==> config.mk <==
export PLATFORM = sky130hd
export DESIGN_NAME = ps2_key_decoder
export DESIGN_NICKNAME = d
export VERILOG_FILES = /design/src/rtl/ps2_pkg.sv /design/src/rtl/ps2_frame_rx.sv /design/src/rtl/ps2_key_decoder.sv
export SDC_FILE = /design/constraint.sdc
export NUM_CORES = 1
export LEC_CHECK = 0
export ABC_AREA = 0
export CORE_UTILIZATION = 60
export CTS_CLUSTER_DIAMETER = 50
export DETAILED_ROUTE_END_ITERATION = 16
export DONT_BUFFER_PORTS = 1
export MAX_ROUTING_LAYER = met4
export PLACE_DENSITY = 0.85
export SLEW_MARGIN = 0
export SYNTH_ARGS = -nofsm -noshare
export SYNTH_HDL_FRONTEND = slang
export SYNTH_SLANG_ARGS = --single-unit
==> constraint.sdc <==
create_clock -name CLOCK_50 -period 5.7 [get_ports CLOCK_50]
set_input_delay 1.71 -clock CLOCK_50 [delete_from_list [all_inputs] [get_ports CLOCK_50]]
set_output_delay 1.71 -clock CLOCK_50 [all_outputs]
set_load 0.01 [all_outputs]
==> src/rtl/ps2_pkg.sv <==
// Shared constants and types for the PS/2 keyboard receiver.
package ps2_pkg;

    localparam logic [7:0] PS2_BREAK      = 8'hF0;
    localparam logic [7:0] PS2_EXT        = 8'hE0;
    localparam int unsigned PS2_FRAME_BITS = 11;

    // Key index 0..3 = A, S, D, F
    localparam logic [31:0] PS2_DEFAULT_KEYMAP = {8'h2B, 8'h23, 8'h1B, 8'h1C};

    typedef enum logic [1:0] {
        ST_IDLE  = 2'd0,
        ST_SHIFT = 2'd1,
        ST_CHECK = 2'd2
    } frame_state_t;

    // Odd parity across data and parity bit must come out as 1
    function automatic logic ps2_parity_ok(input logic [7:0] data, input logic par);
        return ^{data, par};
    endfunction

endpackage

==> src/rtl/ps2_frame_rx.sv <==
// PS/2 frame receiver: synchronises and filters the bus, shifts in 11-bit
// frames on filtered clock falling edges, validates them and aborts stalls.
module ps2_frame_rx
    import ps2_pkg::*;
#(
    parameter int unsigned FILTER_LEN     = 8,
    parameter int unsigned TIMEOUT_CYCLES = 100000
) (
    input  logic       i_clk,
    input  logic       i_rst,
    input  logic       i_ps2clock,
    input  logic       i_ps2data,
    output logic       o_byte_valid,
    output logic [7:0] o_byte,
    output logic       o_frame_error
);

    localparam int unsigned FW = $clog2(FILTER_LEN + 1);
    localparam int unsigned WW = $clog2(TIMEOUT_CYCLES + 1);

    logic                      r_clk_s1, r_clk_s2;
    logic                      r_dat_s1, r_dat_s2;
    logic                      r_clk_filt, r_clk_filt_d;
    logic [FW-1:0]             r_filt_cnt;
    logic [PS2_FRAME_BITS-1:0] r_shift;
    logic [3:0]                r_bit_cnt;
    logic [WW-1:0]             r_wd;
    frame_state_t              r_state, w_next;

    logic w_fall;
    logic w_timeout;
    logic w_frame_ok;

    assign w_fall     = r_clk_filt_d & ~r_clk_filt;
    assign w_timeout  = (r_state == ST_SHIFT) && (r_wd == WW'(TIMEOUT_CYCLES));
    assign w_frame_ok = ~r_shift[0] & r_shift[10] & ps2_parity_ok(r_shift[8:1], r_shift[9]);
    assign o_byte     = r_shift[8:1];

    // Two-flop synchronisers, bus idles high
    always_ff @(posedge i_clk) begin
        if (i_rst) begin
            r_clk_s1 <= 1'b1;
            r_clk_s2 <= 1'b1;
            r_dat_s1 <= 1'b1;
            r_dat_s2 <= 1'b1;
        end else begin
            r_clk_s1 <= i_ps2clock;
            r_clk_s2 <= r_clk_s1;
            r_dat_s1 <= i_ps2data;
            r_dat_s2 <= r_dat_s1;
        end
    end

    // Glitch filter: level follows only after FILTER_LEN consecutive differing samples
    always_ff @(posedge i_clk) begin
        if (i_rst) begin
            r_clk_filt   <= 1'b1;
            r_clk_filt_d <= 1'b1;
            r_filt_cnt   <= '0;
        end else begin
            r_clk_filt_d <= r_clk_filt;
            if (r_clk_s2 == r_clk_filt) begin
                r_filt_cnt <= '0;
            end else if (r_filt_cnt == FW'(FILTER_LEN - 1)) begin
                r_clk_filt <= r_clk_s2;
                r_filt_cnt <= '0;
            end else begin
                r_filt_cnt <= r_filt_cnt + 1'b1;
            end
        end
    end

    // Frame FSM state register
    always_ff @(posedge i_clk) begin
        if (i_rst) r_state <= ST_IDLE;
        else       r_state <= w_next;
    end

    // Frame FSM next state and strobes
    always_comb begin
        w_next        = r_state;
        o_byte_valid  = 1'b0;
        o_frame_error = 1'b0;
        case (r_state)
            ST_IDLE: begin
                if (w_fall) w_next = ST_SHIFT;
            end
            ST_SHIFT: begin
                if (w_timeout) begin
                    w_next        = ST_IDLE;
                    o_frame_error = 1'b1;
                end else if (w_fall && r_bit_cnt == 4'(PS2_FRAME_BITS - 1)) begin
                    w_next = ST_CHECK;
                end
            end
            ST_CHECK: begin
                w_next        = ST_IDLE;
                o_byte_valid  = w_frame_ok;
                o_frame_error = ~w_frame_ok;
            end
            default: w_next = ST_IDLE;
        endcase
    end

    // Shifter (LSB first into the top, start bit ends at bit 0), bit counter, watchdog
    always_ff @(posedge i_clk) begin
        if (i_rst) begin
            r_shift   <= '0;
            r_bit_cnt <= '0;
            r_wd      <= '0;
        end else begin
            case (r_state)
                ST_IDLE: begin
                    r_wd <= '0;
                    if (w_fall) begin
                        r_shift   <= {r_dat_s2, {(PS2_FRAME_BITS-1){1'b0}}};
                        r_bit_cnt <= 4'd1;
                    end
                end
                ST_SHIFT: begin
                    if (w_timeout) begin
                        r_shift   <= '0;
                        r_bit_cnt <= '0;
                        r_wd      <= '0;
                    end else if (w_fall) begin
                        r_shift   <= {r_dat_s2, r_shift[PS2_FRAME_BITS-1:1]};
                        r_bit_cnt <= r_bit_cnt + 1'b1;
                        r_wd      <= '0;
                    end else begin
                        r_wd <= r_wd + 1'b1;
                    end
                end
                default: begin
                    r_bit_cnt <= '0;
                    r_wd      <= '0;
                end
            endcase
        end
    end

endmodule

==> src/rtl/ps2_key_decoder.sv <==
// PS/2 key decoder: parses make/break/extended sequences, maps scancodes to
// key indices and emits one event per key state change plus a held-key bitmap.
module ps2_key_decoder
    import ps2_pkg::*;
#(
    parameter int unsigned             NUM_KEYS       = 4,
    parameter logic [NUM_KEYS*8-1:0]   KEYMAP         = PS2_DEFAULT_KEYMAP,
    parameter int unsigned             FILTER_LEN     = 8,
    parameter int unsigned             TIMEOUT_CYCLES = 100000
) (
    input  logic                                            CLOCK_50,
    input  logic                                            reset,
    input  logic                                            ps2clock,
    input  logic                                            ps2data,
    output logic                                            key_valid,
    output logic [((NUM_KEYS > 1) ? $clog2(NUM_KEYS) : 1)-1:0] key_index,
    output logic                                            key_make,
    output logic [NUM_KEYS-1:0]                             key_down,
    output logic                                            frame_error
);

    localparam int unsigned IDX_W = (NUM_KEYS > 1) ? $clog2(NUM_KEYS) : 1;

    logic             w_byte_valid;
    logic [7:0]       w_byte;
    logic             w_frame_error;
    logic             w_hit;
    logic [IDX_W-1:0] w_idx;
    logic             r_brk;
    logic             r_ext;

    ps2_frame_rx #(
        .FILTER_LEN     (FILTER_LEN),
        .TIMEOUT_CYCLES (TIMEOUT_CYCLES)
    ) u_rx (
        .i_clk         (CLOCK_50),
        .i_rst         (reset),
        .i_ps2clock    (ps2clock),
        .i_ps2data     (ps2data),
        .o_byte_valid  (w_byte_valid),
        .o_byte        (w_byte),
        .o_frame_error (w_frame_error)
    );

    // Keymap lookup; scanning downward so the lowest matching index wins
    always_comb begin
        w_hit = 1'b0;
        w_idx = '0;
        for (int unsigned i = NUM_KEYS; i > 0; i--) begin
            if (KEYMAP[8*(i-1) +: 8] == w_byte) begin
                w_hit = 1'b1;
                w_idx = IDX_W'(i - 1);
            end
        end
    end

    // Prefix flags, event register and held-key bitmap
    always_ff @(posedge CLOCK_50) begin
        if (reset) begin
            key_valid   <= 1'b0;
            key_index   <= '0;
            key_make    <= 1'b0;
            key_down    <= '0;
            frame_error <= 1'b0;
            r_brk       <= 1'b0;
            r_ext       <= 1'b0;
        end else begin
            key_valid   <= 1'b0;
            frame_error <= w_frame_error;
            if (w_frame_error) begin
                r_brk <= 1'b0;
                r_ext <= 1'b0;
            end else if (w_byte_valid) begin
                if (w_byte == PS2_BREAK) begin
                    r_brk <= 1'b1;
                end else if (w_byte == PS2_EXT) begin
                    r_ext <= 1'b1;
                end else begin
                    if (!r_ext && w_hit && (key_down[w_idx] == r_brk)) begin
                        key_valid       <= 1'b1;
                        key_index       <= w_idx;
                        key_make        <= ~r_brk;
                        key_down[w_idx] <= ~r_brk;
                    end
                    r_brk <= 1'b0;
                    r_ext <= 1'b0;
                end
            end
        end
    end

endmodule

==> out/summary.log, run 1 <==
qor: global_routing.track_usage 0.243
qor: power.power.density_cell_area 228 nW/um2
qor: sta.final_hold_viol_count 0
qor: sta.finalCritPeriodShare 0.483
qor: sta.setup_tns 0 ns
qor: yosys.synth.area.mux_share 0.00511
qor: placement.detailed_place_hpwl 3.55 mm
qor: setup_path.cp.arrival 2.97 ns
qor: route.drt.antenna.violating_nets 0
qor: finish.finish.net_count 315
qor: sta.max_freq 363 MHz
qor: yosys.synth_compound_area_frac 0.142
qor: global_routing.vias_in_the_first_global_route 1926
qor: sta.timing.slew.headroom 0.318
qor: finish.insertedDiodeCount 0
qor: yosys.dominantRegCellSynth dfxtp_1
qor: yosys.dominant_combinational_cell_family_by_area_after_synthesis simple AND/OR/NAND/NOR gates
qor: yosys.post_synthesis_share_of_cell_area_spent_on_full_adders_half_adders_and_majority_gates 0.0372
qor: clocking.clockRootBuffer clkbuf_8
qor: global_routing.grt_remaining_overflow 0
qor: sta.final.min_clock_period 2.76 ns
qor: clocking.cts_num_sinks 55
qor: clocking.post_cts_buffers 0
qor: yosys.yosys.area_share.simple 0.278
qor: finish.final_core_utilization 0.673
qor: clocking.worstSkewPairLatency 0.31 ns
qor: yosys.synthesis.instances 311
qor: route.dr_total_vias 2180
qor: clocking.worst_setup_hold_path_clk_slew 0.09 ns
qor: power.cellLeakagePower 0.913 nW
qor: yosys.synth-seq-cells 55
qor: finish.area_of_all_sequential_standard_cells 1100 um2
qor: yosys.yosys.cell_types.count 53
qor: power.vdd_ir_drop_max 0.152 mV
qor: setup_path.required 5.91 ns
qor: placement.io_buffer_count 0
qor: yosys.yosys_warnings 0
qor: floorplanning.core_area 4140 um2
qor: finish.drive_above_1_share 0.0561
qor: run.max-cap-violations 0
qor: placement.detailed_place.area 2690 um2
qor: finish.fill_cells 353
qor: finish.synthToLayoutAreaGrowth 3.58%
qor: clocking.tritoncts_clock_tree yes
qor: power.power 0.635 mW
qor: clocking.ctsHoldBuffers 0
qor: finish.multi_input_area 1490 um2
qor: route.drt-total-wl 5.14 mm
qor: placement.gp_congestion 0.824
qor: yosys.synth-async-reset-ratio 0
qor: setup_path.cp-start-kind register
qor: route.post_drt_wl_per_cell 14.6 um
qor: setup_path.critical_path.max_fanout 13
qor: status.outcome completed
qor: yosys.syn-num-nets 323
qor: yosys.synth-xor-area-share 0.0892
qor: global_routing.first_pass_grt_wire_length 8.30 mm
qor: finish.final_design_area_no_fill 2790 um2
qor: hold_path.min-delay-path-class register to register
qor: setup_path.crit_path_end_kind register
qor: floorplanning.chipWidth 69.0 um
qor: floorplanning.floorplan.rows 23
qor: clocking.cts-root-to-sink-buffers 2
qor: floorplanning.die_height 69.0 um
qor: global_routing.grt_start_max_net_pins 38
qor: floorplanning.floorplan.io_pins 13
qor: route.drc_violation_total_after_the_first_tritonroute_iteration 115
qor: clocking.cts_buffers 5
qor: floorplanning.floorplan.initialDensity 0.650
qor: floorplanning.dieArea 4760 um2
qor: setup_path.setup.worst_path.class register to register
qor: sta.worstMarginPinSlew 1.01 ns
qor: sta.rsz_0062_raised_after_global_routing false
qor: route.drtPass1Iterations 4
qor: yosys.synth-edff-count 0
qor: global_routing.antenna_found_initial 0
qor: clocking.cts-htree-levels 2
qor: route.detail_route.vias_per_cell 6.18
qor: sta.setup_viol_count_final 0
qor: yosys.synthesis.area_per_instance 8.66 um2
qor: sta.worst_clock_skew 0.0107 ns
qor: route.drc 0
qor: sta.drv_slew 0
qor: yosys.yosysSeqAreaShare 0.409
qor: yosys.synthesis.area 2690 um2
qor: clocking.cts_repair_resize_count 0
layer usage:
layer  vias to the layer above  global-route usage  share of wire
li1                       1095                   -              -
met5                         -                   -              0
met1                      1035               0.291           0.48
met3                         7              0.0609          0.035
met4                         0              0.0944          0.014
met2                        43               0.390           0.47
layout by cell type, fill, tap and decap left out, drive strengths merged, types with 6 or more instances in the layout:
master / synthesis / final
nand4: 14 / 14
clkbuf: 12 / 6
o21ai: 12 / 12
dfxtp: 55 / 55
xor2: 11 / 11
nor2: 40 / 40
inv: 10 / 10
xnor2: 11 / 11
ha: 8 / 8
nand2: 22 / 22
a21oi: 24 / 24
or3: 7 / 7
nand3: 11 / 11
critical path: stages, from the launching register on:
cell,delay (ns)
dfxtp_1,0.35
inv_1,0.07
ha_1,0.15
nor4b_1,0.38
nand4_1,0.53
o21ai_0,0.43
o21ai_0,0.43
a21oi_1,0.26
nor2_1,0.05
cell usage after synthesis (all sizes together), types with 5 or more instances:
library cell  instances  area, um2
o21ai                12       60.1
nand3                11       55.1
clkbuf               12       45.0
dfxtp                55       1100
o211ai                5       37.5
a21oi                24        120
xnor2                11       96.3
xor2                 11       96.3
o2111ai               5       43.8
or2                   5       31.3
ha                    8        100
or3                   7       43.8
inv                  10       37.5
nor2                 40        150
and3b                 5       45.0
nor2b                 5       31.3
nand4                14       87.6
nand2                22       82.6
through the flow:
stage               hold WS (ns)  cells  worst slack, ns
global placement           0.391    346             3.06
finish                     0.419    353             2.94
detailed placement         0.401    346             3.05
floorplan                  0.389    311             2.95
global route               0.444    353             2.67
CTS                        0.423    353             3.02
sequential cells by signal, summed over array words and instances, names as in the netlist, 2 cells and up:
signal,count
key_down,4
key_index,2
u_rx.r_bit_cnt,4
u_rx.r_filt_cnt,4
u_rx.r_shift,11
u_rx.r_state,2
u_rx.r_wd,17
cells by family after synthesis:
group	after synthesis
DFF	55
adders and majority gates	8
xor gates and xnor gates	24
buffers and inverters	25
AOI/OAI and AO/OA	60
and+or+nand+nor	138
muxes	1
layout make-up:
class,count,share of cell area
multi-input combinational,231,0.533
sequential,55,0.395
clock buffer,6,0.0260
tap,50,0.0224
inverter,10,0.0135
clock inverter,1,0.0108
path summary, 6_finish.rpt:
path            startpoint         endpoint  slack (ns)  depth (start not counted)
max           u_rx.r_wd[0]  u_rx.r_shift[4]        2.94                          8
min          u_rx.r_clk_s1    u_rx.r_clk_s2        0.42                          1
max reg2reg   u_rx.r_wd[0]  u_rx.r_shift[4]        2.94                          8
min reg2reg  u_rx.r_clk_s1    u_rx.r_clk_s2        0.42                          1
where the power goes:
part           internal, mW  leakage (nW)  switching [mW]
Combinational       0.00139         0.418        0.000623
Clock                 0.129        0.0513           0.118
Sequential            0.385         0.444        0.000644
Total                 0.516         0.913           0.119
No activity file was read; power rests on OpenSTA's default activity.
==> run 2: changes to the inputs <==
==> constraint.sdc (replaced) <==
create_clock -name CLOCK_50 -period 2.66 [get_ports CLOCK_50]
set_input_delay 0.798 -clock CLOCK_50 [delete_from_list [all_inputs] [get_ports CLOCK_50]]
set_output_delay 0.798 -clock CLOCK_50 [all_outputs]
set_load 0.01 [all_outputs]
==> out/summary.log, run 2 (synthesis results as in run 1) <==
qor: status.outcome completed
qor: sta.setup_slack 0.156 ns
qor: finish.final_core_utilization 0.679
qor: route.drc 0
qor: route.detail_route.vias_per_cell 6.03
qor: clocking.worst_setup_hold_path_clk_slew 0.09 ns
qor: sta.worst_clock_skew 0.00733 ns
qor: placement.gp_congestion 0.846
qor: finish.top_register u_rx.r_wd
qor: power.internal_power 1.01 mW
qor: power.vdd_ir_drop_max 0.274 mV
qor: clocking.cts-htree-levels 2
qor: clocking.clockRootBuffer clkbuf_8
qor: sta.final_hold_viol_count 0
qor: setup_path.cp.arrival 2.74 ns
qor: floorplanning.chipWidth 69.0 um
qor: power.power.combinational.fraction 0.003
qor: floorplanning.core_area 4140 um2
qor: setup_path.setup.worst_path.class register to register
qor: power.net-switching-power 0.255 mW
qor: sta.drv_slew 0
qor: global_routing.track_usage 0.239
qor: finish.synthToLayoutAreaGrowth 4.46%
qor: route.post_drt_wl_per_cell 13.9 um
qor: global_routing.grt_start_max_net_pins 38
qor: clocking.cts_buffers 5
qor: placement.io_buffer_count 0
qor: route.dr_total_vias 2171
qor: clocking.ctsHoldBuffers 0
qor: finish.reg.largest.list u_rx.r_wd (17), u_rx.r_shift (11)
qor: finish.mostFrequentLayoutCell dfxtp_1
qor: global_routing.first_pass_grt_wire_length 8.39 mm
qor: power.power_share_of_the_sequential_group 0.652
qor: run.max-cap-violations 0
qor: floorplanning.floorplan.rows 23
qor: route.drtPass1Iterations 4
qor: setup_path.critical_path.max_fanout 14
qor: power.power.density_cell_area 451 nW/um2
qor: placement.pre_cts_ws 0.209 ns
qor: finish.finish.net_count 321
qor: route.drt-total-wl 5.01 mm
qor: clocking.cts-root-to-sink-buffers 2
qor: floorplanning.die_height 69.0 um
qor: power.power.switching_fraction 0.201
qor: clocking.post_cts_buffers 0
qor: power.cellLeakagePower 0.933 nW
qor: global_routing.grt_remaining_overflow 0
qor: hold_path.min-delay-path-class register to register
qor: clocking.cts_num_sinks 55
qor: power.power.clock.fraction 0.345
qor: sta.timing.slew.headroom 0.638
qor: route.drc_violation_total_after_the_first_tritonroute_iteration 203
qor: floorplanning.floorplan.io_pins 13
qor: clocking.cts_repair_resize_count 0
qor: sta.worstMarginPinSlew 0.542 ns
qor: clocking.tritoncts_clock_tree yes
qor: floorplanning.floorplan.initialDensity 0.650
qor: sta.final.min_clock_period 2.50 ns
qor: placement.detailed_place.area 2730 um2
qor: sta.whs 0.420 ns
qor: sta.rsz_0062_raised_after_global_routing false
qor: finish.final_design_area_no_fill 2810 um2
qor: clocking.worstSkewPairLatency 0.30 ns
qor: finish.insertedDiodeCount 0
qor: sta.setup_tns 0 ns
qor: global_routing.vias_in_the_first_global_route 1950
qor: sta.max_freq 399 MHz
qor: finish.layout_common_cells dfxtp_1 (55), nor2_1 (40), a21oi_1 (24)
qor: sta.setup_viol_count_final 0
qor: finish.max_ffs_per_register 17
qor: floorplanning.dieArea 4760 um2
qor: global_routing.antenna_found_initial 0
qor: finish.drive_above_1_share 0.0742
qor: setup_path.required 2.90 ns
qor: route.drt.antenna.violating_nets 0
qor: setup_path.cp-start-kind register
qor: sta.finalCritPeriodShare 0.941
qor: placement.detailed_place_hpwl 3.49 mm
qor: setup_path.crit_path_end_kind register
-- run 2: final timing paths --
| path | startpoint | to | slack [ns] | depth (start not counted) |
|---|---|---|---|---|
| worst max-delay path | u_rx.r_shift[6] | key_index[0] | 0.16 | 6 |
| worst max register to register | u_rx.r_shift[6] | key_index[0] | 0.16 | 6 |
| worst min register to register | u_rx.r_clk_s1 | u_rx.r_clk_s2 | 0.42 | 1 |
| worst min-delay path | u_rx.r_clk_s1 | u_rx.r_clk_s2 | 0.42 | 1 |
-- run 2: worst max-delay path, stage by stage (launching register included) --
cell,delay [ns]
dfxtp_1,0.51
xor2_1,0.23
xnor3_2,0.51
a2111o_1,0.38
and4_4,0.22
or4_1,0.50
o21ai_1,0.08
-- run 2: routing by layer --
metal  share of wire  vias up  GRT usage
met1            0.50     1032      0.320
met2            0.46       31      0.367
met3           0.032        6     0.0543
met4          0.0096        0     0.0561
met5               0        -          -
li1                -     1102          -
-- run 2: power by group through the flow --
| stage | clock network [mW] | logic [mW] | registers [mW] |
|---|---|---|---|
| after floorplan | 0 | 0.0106 | 0.846 |
| after global placement | 0 | 0.00430 | 0.846 |
| after detailed placement | 0 | 0.00434 | 0.846 |
| after CTS | 0.445 | 0.00433 | 0.827 |
| after global routing | 0.475 | 0.00471 | 0.828 |
| final | 0.437 | 0.00427 | 0.827 |
-- run 2: layout make-up --
| cell class | count | area [um2] |
|---|---|---|
| Clock inverter | 1 | 5.00 |
| Clock buffer | 7 | 76.3 |
| Timing Repair Buffer | 6 | 45.0 |
| Multi-Input combinational cell | 231 | 1490 |
| Sequential cell | 55 | 1100 |
| Tap cell | 50 | 62.6 |
| Inverter | 10 | 37.5 |
| Fill cell | 334 | 1330 |
-- run 2: stage by stage --
stage / total power [mW] / instances
global route: 1.31 / 360
CTS: 1.28 / 360
detailed placement: 0.851 / 352
finish: 1.27 / 360
global placement: 0.851 / 352
floorplan: 0.857 / 311
==> run 3: changes to the inputs <==
--- a/config.mk
+++ b/config.mk
@@ -6,12 +6,12 @@
 export NUM_CORES = 1
 export LEC_CHECK = 0
 export ABC_AREA = 0
-export CORE_UTILIZATION = 60
+export CORE_UTILIZATION = 50
 export CTS_CLUSTER_DIAMETER = 50
 export DETAILED_ROUTE_END_ITERATION = 16
 export DONT_BUFFER_PORTS = 1
 export MAX_ROUTING_LAYER = met4
-export PLACE_DENSITY = 0.85
+export PLACE_DENSITY = 0.74
 export SLEW_MARGIN = 0
 export SYNTH_ARGS = -nofsm -noshare
 export SYNTH_HDL_FRONTEND = slang
==> out/summary.log, run 3 (synthesis results as in run 1) <==
qor: status.outcome completed
qor: floorplanning.floorplan.initialDensity 0.524
qor: sta.setup_tns 0 ns
qor: finish.mostFrequentLayoutCell dfxtp_1
qor: hold_path.min-delay-path-class register to register
qor: run.max-cap-violations 0
qor: clocking.worstSkewPairLatency 0.30 ns
qor: sta.worstMarginPinSlew 0.524 ns
qor: finish.finish.net_count 322
qor: floorplanning.die_height 75.4 um
qor: sta.finalCritPeriodShare 0.931
qor: setup_path.critical_path.max_fanout 14
qor: global_routing.antenna_found_initial 0
qor: clocking.post_cts_buffers 0
qor: finish.final_design_area_no_fill 2840 um2
qor: finish.reg.largest.list u_rx.r_wd (17), u_rx.r_shift (11)
qor: sta.setup_viol_count_final 0
qor: clocking.cts-root-to-sink-buffers 2
qor: finish.fill_cells 507
qor: sta.whs 0.410 ns
qor: finish.max_ffs_per_register 17
qor: sta.final.min_clock_period 2.48 ns
qor: route.detail_route.vias_per_cell 5.68
qor: finish.drive_above_1_share 0.0744
qor: global_routing.first_pass_grt_wire_length 8.56 mm
qor: global_routing.vias_in_the_first_global_route 1957
qor: setup_path.critical_path.reg2reg.endpoint key_index[0]
qor: sta.timing.slew.headroom 0.650
qor: route.post_drt_wl_per_cell 13.6 um
qor: setup_path.cp-startpoint u_rx.r_shift[6]
qor: setup_path.rr_worst_depth 6
qor: clocking.cts_num_sinks 55
qor: placement.detailed_place.area 2760 um2
qor: floorplanning.core_area 5140 um2
qor: finish.top_register u_rx.r_wd
qor: global_routing.track_usage 0.204
qor: finish.insertedDiodeCount 0
qor: finish.layout_common_cells dfxtp_1 (55), nor2_1 (40), a21oi_1 (24)
qor: clocking.cts_buffers 5
qor: route.drc_violation_total_after_the_first_tritonroute_iteration 140
qor: clocking.clockRootBuffer clkbuf_8
qor: sta.final_hold_viol_count 0
qor: route.dr_total_vias 2152
qor: setup_path.cp-start-kind register
qor: route.drc 0
qor: power.cellLeakagePower 0.932 nW
qor: power.vdd_ir_drop_max 0.253 mV
qor: route.drt.antenna.violating_nets 0
qor: setup_path.crit_path_end_kind register
qor: placement.gp_congestion 0.860
qor: route.drt-total-wl 5.17 mm
qor: floorplanning.chipWidth 75.4 um
qor: clocking.tritoncts_clock_tree yes
qor: placement.io_buffer_count 0
qor: sta.max_freq 404 MHz
qor: finish.synthToLayoutAreaGrowth 5.34%
qor: sta.rsz_0062_raised_after_global_routing false
qor: sta.drv_slew 0
qor: setup_path.setup.worst_path.class register to register
qor: setup_path.ff2ff_setup_slack 0.18 ns
qor: setup_path.cp.arrival 2.72 ns
qor: global_routing.grt_remaining_overflow 0
qor: clocking.ctsHoldBuffers 0
qor: clocking.cts_repair_resize_count 0
qor: placement.detailed_place_hpwl 3.64 mm
qor: floorplanning.floorplan.io_pins 13
qor: route.drtPass1Iterations 4
qor: setup_path.worstSetupEndpoint key_index[0]
qor: setup_path.regToRegStartpoint u_rx.r_shift[6]
qor: sta.worst_clock_skew 0.00668 ns
qor: global_routing.grt_start_max_net_pins 38
qor: setup_path.required 2.90 ns
qor: clocking.worst_setup_hold_path_clk_slew 0.09 ns
qor: finish.final_core_utilization 0.552
qor: floorplanning.dieArea 5680 um2
qor: floorplanning.floorplan.rows 26
qor: power.power.density_cell_area 442 nW/um2
qor: clocking.cts-htree-levels 2
==> run 3: cell count changes in the layout (fill, tap and decap cells not counted), sizes merged <==
cell    previous run  this run
clkinv             1         0
buf                6         7
clkbuf             7         6
==> run 3: worst max-delay path, cell delays in order, from the launching register on <==
cell and delay (ns):
dfxtp_1 0.49, xor2_1 0.22, xnor3_2 0.51, a2111o_1 0.38, and4_4 0.23, or4_1 0.50
o21ai_1 0.08
==> run 3: worst min path at each step <==
stage                              from             to  slack (ns)  cells past startpoint
after floorplan           u_rx.r_clk_s1  u_rx.r_clk_s2        0.39                      1
after global placement    u_rx.r_clk_s1  u_rx.r_clk_s2        0.40                      1
after detailed placement  u_rx.r_dat_s1  u_rx.r_dat_s2        0.40                      1
after CTS                 u_rx.r_clk_s1  u_rx.r_clk_s2        0.42                      1
after global routing      u_rx.r_dat_s1  u_rx.r_dat_s2        0.43                      1
final                     u_rx.r_clk_s1  u_rx.r_clk_s2        0.41                      1
==> run 3: cell type report <==
cell class / instances / area (um2) / area share
well taps: 70 / 87.6 / 0.0309
inverters: 10 / 37.5 / 0.0132
repair buffers: 7 / 52.6 / 0.0185
clock buffers: 6 / 72.6 / 0.0256
multi-input cells: 231 / 1490 / 0.524
flip-flops and latches: 55 / 1100 / 0.388
==> run 3: power by group <==
group          switching (mW)  total, mW  leakage (nW)  internal, mW
Sequential            0.00137      0.827         0.444         0.826
Clock                   0.246      0.422        0.0371         0.176
Combinational         0.00135    0.00434         0.451       0.00299
==> run 3: through the flow <==
stage	cells	power (mW)	worst slack, ns
2_1_floorplan	311	0.857	0.344
3_3_place_gp	373	0.851	0.280
3_5_place_dp	373	0.851	0.213
4_1_cts	379	1.27	0.182
5_1_grt	379	1.30	0.0367
6_report	379	1.25	0.184
==> run 3: per-layer routing <==
metal,share of wire,global-route usage,vias to the layer above
met2,0.48,0.318,29
met3,0.027,0.0450,4
li1,-,-,1100
met4,0.012,0.0741,0
met1,0.48,0.259,1019
met5,0,-,-
